===== config.mk =====
export PLATFORM = sky130hd
export DESIGN_NAME = dbus_arb
export DESIGN_NICKNAME = d
export VERILOG_FILES = /design/src/rtl/dbus_arb.sv
export SDC_FILE = /design/constraint.sdc
export NUM_CORES = 1
export LEC_CHECK = 0
export BUFFER_PORTS_ARGS = -buffer_cell sky130_fd_sc_hd__buf_2
export CAP_MARGIN = 20
export CORE_AREA = 2 2 122 124
export CTS_CLUSTER_SIZE = 12
export DETAILED_ROUTE_END_ITERATION = 16
export DIE_AREA = 0 0 124 126
export PLACE_DENSITY = 0.47
export SETUP_SLACK_MARGIN = 0.05
export SLEW_MARGIN = 20
export SYNTH_ARGS = -nofsm -noshare
export SYNTH_HDL_FRONTEND = slang
export SYNTH_SLANG_ARGS = --single-unit

===== constraint.sdc =====
create_clock -name wb_clk -period 1.2 [get_ports wb_clk]
set_input_delay 0.06 -clock wb_clk [delete_from_list [all_inputs] [get_ports wb_clk]]
set_output_delay 0.06 -clock wb_clk [all_outputs]
set_load 0.03 [all_outputs]

===== src/rtl/dbus_arb.sv =====
// dbus_arb: two-master arbiter for the SoC data bus with a registered grant FSM.
// Optional build macro DBUS_ARB_TIMEOUT_EN adds a per-grant watchdog and a sticky err flag.
module dbus_arb #(
  parameter bit          ROUND_ROBIN = 1'b0,
  parameter int unsigned TIMEOUT     = 255
) (
  input  logic        wb_clk,
  input  logic        wb_rst,
  input  logic        a_cyc,
  input  logic        a_we,
  input  logic [3:0]  a_sel,
  input  logic [31:0] a_adr,
  input  logic [31:0] a_dat,
  output logic        a_ack,
  output logic [31:0] a_rdt,
  input  logic        b_cyc,
  input  logic        b_we,
  input  logic [3:0]  b_sel,
  input  logic [31:0] b_adr,
  input  logic [31:0] b_dat,
  output logic        b_ack,
  output logic [31:0] b_rdt,
  output logic        x_cyc,
  output logic        x_we,
  output logic [3:0]  x_sel,
  output logic [31:0] x_adr,
  output logic [31:0] x_dat,
  input  logic        x_ack,
  input  logic [31:0] x_rdt,
  output logic        owner,
  output logic        busy,
  output logic        err
);

  typedef enum logic [1:0] {IDLE, GRANT_A, GRANT_B} state_t;

  state_t state;
  logic   last;      // master served most recently: 0 = A, 1 = B
  logic   tmo;
  logic   owner_cyc;

`ifdef DBUS_ARB_TIMEOUT_EN
  localparam logic [7:0] TERM = 8'(TIMEOUT);
  logic [7:0] cnt;
  assign tmo = busy && (cnt == TERM);
`else
  assign tmo = 1'b0;
  assign err = 1'b0;
`endif

  assign busy      = (state != IDLE);
  assign x_cyc     = busy;
  assign owner_cyc = owner ? b_cyc : a_cyc;

  // NOTE: ack/rdt are combinational from x_ack so the owner sees the slave's ack in the same cycle.
  assign a_ack = (state == GRANT_A) && (x_ack || tmo);
  assign b_ack = (state == GRANT_B) && (x_ack || tmo);
  assign a_rdt = ((state == GRANT_A) && x_ack) ? x_rdt : '0;
  assign b_rdt = ((state == GRANT_B) && x_ack) ? x_rdt : '0;

  // NOTE: every always_comb output gets a default first so no latch is inferred.
  always_comb begin
    x_we  = 1'b0;
    x_sel = '0;
    x_adr = '0;
    x_dat = '0;
    if (state == GRANT_A) begin
      x_we  = a_we;
      x_sel = a_sel;
      x_adr = a_adr;
      x_dat = a_dat;
    end else if (state == GRANT_B) begin
      x_we  = b_we;
      x_sel = b_sel;
      x_adr = b_adr;
      x_dat = b_dat;
    end
  end

  // NOTE: state is updated with non-blocking assignments only; reset is synchronous to wb_clk.
  always_ff @(posedge wb_clk) begin
    if (wb_rst) begin
      state <= IDLE;
      last  <= 1'b1;
      owner <= 1'b0;
`ifdef DBUS_ARB_TIMEOUT_EN
      cnt   <= '0;
      err   <= 1'b0;
`endif
    end else begin
      case (state)
        IDLE: begin
          // A wins alone, on fixed priority, or when B was served last.
          if (a_cyc && (!b_cyc || !ROUND_ROBIN || last)) begin
            state <= GRANT_A;
            owner <= 1'b0;
`ifdef DBUS_ARB_TIMEOUT_EN
            cnt   <= '0;
`endif
          end else if (b_cyc) begin
            state <= GRANT_B;
            owner <= 1'b1;
`ifdef DBUS_ARB_TIMEOUT_EN
            cnt   <= '0;
`endif
          end
        end
        default: begin
          if (x_ack || tmo) begin
            state <= IDLE;
            last  <= owner;
`ifdef DBUS_ARB_TIMEOUT_EN
            if (!x_ack) err <= 1'b1;
`endif
          end else if (!owner_cyc) begin
            state <= IDLE;
          end else begin
`ifdef DBUS_ARB_TIMEOUT_EN
            cnt <= cnt + 8'd1;
`endif
          end
        end
      endcase
    end
  end

endmodule


==> metrics <==
P_leak=2.761 nW; area grow syn2layout=268.3%; die width=124 um; Syn Nets=357; final setup vio count=135; All-Layer GR Usage=12.87%; DRC Markers=0; pre-CTS WS=-168.2 ps; clk slew on worst S/H paths=30 ps; final hold viol count=0; Multi-input gate area=1718 um^2; largest cells by area after synthesis=a22o_1 44%, and3_1 29%, buf_6 7.3%; Worst Setup SP=state[0]; largest net degree at the start of global routing=52; Mapped Cells=182; total CTS buffers=3; critical path arrival=1510 ps; Synth Cell Area=1386 um^2; most used cell, CP=buf_12; most frequent cell after synthesis=a22o_1; internal power=0.001756 W; Max Cap Violations=0; Critical Path Max Stage Delay=320 ps; Worst Setup End Kind=primary output; fmax=0.6357 GHz; fin cells=682; final total power=0.003020 W; boundary pin count=314; crit-path cells=nor2b_4 -> buf_12 -> buf_12 -> clkbuf_16 -> a22o_4 -> buf_6; top cell type's share of synthesized area=44.22%; final setup margin=-373.1 ps; Initial DRT Pass Iterations=4; fin. max-slew vios=0; Iteration-0 DRC Markers=80; total number of vias=3,007; delay-heaviest family, CP=buffers and inverters; fin crit share=131.1%; Seq/Total Area, Yosys=4.332%; Worst Path Max Fanout=6; Worst-Skew Late Latency=230 ps; switching power share of the total=41.85%; Core Footprint=14,310 um^2; clock power share=17.8%; Async SR Flop Fraction=0%; Synth area leader=a22o_1; status=finished with violations; DIE AREA=15,620 um^2; Post-synth top cells=70 x a22o_1, 64 x and3_1, 11 x clkbuf_1; CTS sink count=3; # fillers=1,429; ANT cells=0; DP Cell Count=654; net switching power=0.001264 W; startpoint types=flop; Seq cells post-synth=3; nets@finish=674; Antenna Nets Post-Route=0; Crit path required time=1140 ps; CP endpoint=x_adr[31]; Root Driver=clkbuf_16; Combinational Power Share=78.4%; cell area power density=591.5 nW/um^2; Max Buffers Root-to-Sink=2; Std-Cell Rows=44; fraction of layout cells with a size suffix above 1=94.38%; PortBufs=312; Syn Area/Cell=7.617 um^2; gpl congestion=0.7140; failing checks=setup timing; TritonCTS clock tree=done; drt via density=4.409; Starting Density=9.685%; fin crit period=1573 ps; CP max-delay cell=dfxtp_2; initial antenna violation count=4; first-pass GRT wire length=15.48 mm; Post-Route WL=12.92 mm; reg2reg path depth=4; Detailed Place HPWL=7.901 mm; vias in the first global route=2,990; r2r startpoint=state[1]; grt ovf=0; Crit Path Category=reg -> out; HP Class=in -> reg; final core occ=35.67%; Synth Flop Type=dfxtp_1; capturing point of the worst reg2reg path=state[0]; Seq pwr share=3.8%; storage element area=62.56 um^2; WL/cell=18.95 um; unrepaired setup endpoints after global routing=yes; Critical Path Stages=6; Post-synth EDFFs=0; R2R setup slack=180 ps; VDD IR-drop max=512.6 uV; Die Ht=126 um; Clock Skews=0.4735 ps; synth unique cells=19; H-Tree Level Count=1; Bufs and invs on worst path=4; Yosys Warn Count=0
==> power groups by stage <==
stage | Sequential (W) | Combinational (W) | Clock [W]
global placement | 0.000115 | 0.00155 | 0
detailed placement | 0.000116 | 0.00156 | 0
CTS | 0.000116 | 0.00195 | 0.000549
global route | 0.000117 | 0.00248 | 0.000554
finish | 0.000116 | 0.00237 | 0.000537
floorplan | 0.000121 | 0.000988 | 0
==> layout make-up <==
class                   instances  area share, %
repair buffers                343          58.93
multi-input cells             146          33.64
well taps                     184          4.509
clock buffers                   4          1.544
flip-flops and latches          3          1.225
inverters                       2         0.1470
==> cells in the final DEF, fill, tap and decap left out, drive strengths merged <==
cell type	synthesis	routed
nor2	1	1
nor2b	1	1
a22o	70	70
nor4b	1	1
nor3	1	1
clkbuf	11	28
mux2i	1	1
conb	1	1
and2b	1	1
and2	2	2
a32o	1	1
inv	2	2
a21oi	1	1
dfxtp	3	3
and3	64	64
buf	20	319
a211oi	1	1
==> logic make-up after synthesis <==
| kind of cell | after synthesis | share of synthesized area (%) |
|---|---|---|
| buf+inv | 33 | 16.61 |
| other cells | 1 | 0.2705 |
| simple gates | 71 | 32.22 |
| compound gates | 73 | 45.85 |
| flops | 3 | 4.332 |
| mux | 1 | 0.7221 |
==> timing repair <==
item                                    in CTS  in global routing
setup buffers                                4                  4
pin swaps                                    0                 55
resized for setup                          212                132
cloned                                       7                 10
hold buffers                                 0                  0
endpoints found under the hold margin        0                  0
endpoints found under the setup margin     138                137
==> how the worst min path moves through the flow <==
stage | depth (start not counted) | slack, ps | end | startpoint
2_1_floorplan | 1 | 130 | owner | wb_rst
3_3_place_gp | 2 | 260 | owner | wb_rst
3_5_place_dp | 2 | 260 | owner | wb_rst
4_1_cts | 2 | 30 | owner | wb_rst
5_1_grt | 2 | 50 | owner | wb_rst
6_report | 2 | 30 | owner | wb_rst
==> layer usage <==
layer,track usage (%),up-vias,share of wire (%)
li1,-,1375,-
met1,13.09,1417,35
met2,26.96,197,56
met3,2.219,16,7.7
met4,1.652,2,0.98
met5,0,-,0.10
==> metrics by stage <==
step	TNS, ps	hold slack [ps]	area (um^2)
after floorplan	0	132.8	1607
after global placement	-4486	257.9	3298
after detailed placement	-8258	259.6	3298
after CTS	-39790	28.21	4262
after global routing	-47060	50.51	5106
final	-41840	34.11	5106
==> worst reg2reg max path: stages, from the launching register on <==
cell and delay, ps:
dfxtp_2 350, buf_4 140, nor2_4 40, buf_4 130
a32o_1 240
==> registers in the layout, summed over array words and instances (netlist names) <==
register / cells
owner: 1
state: 2
(Power assumes the default switching activity.)
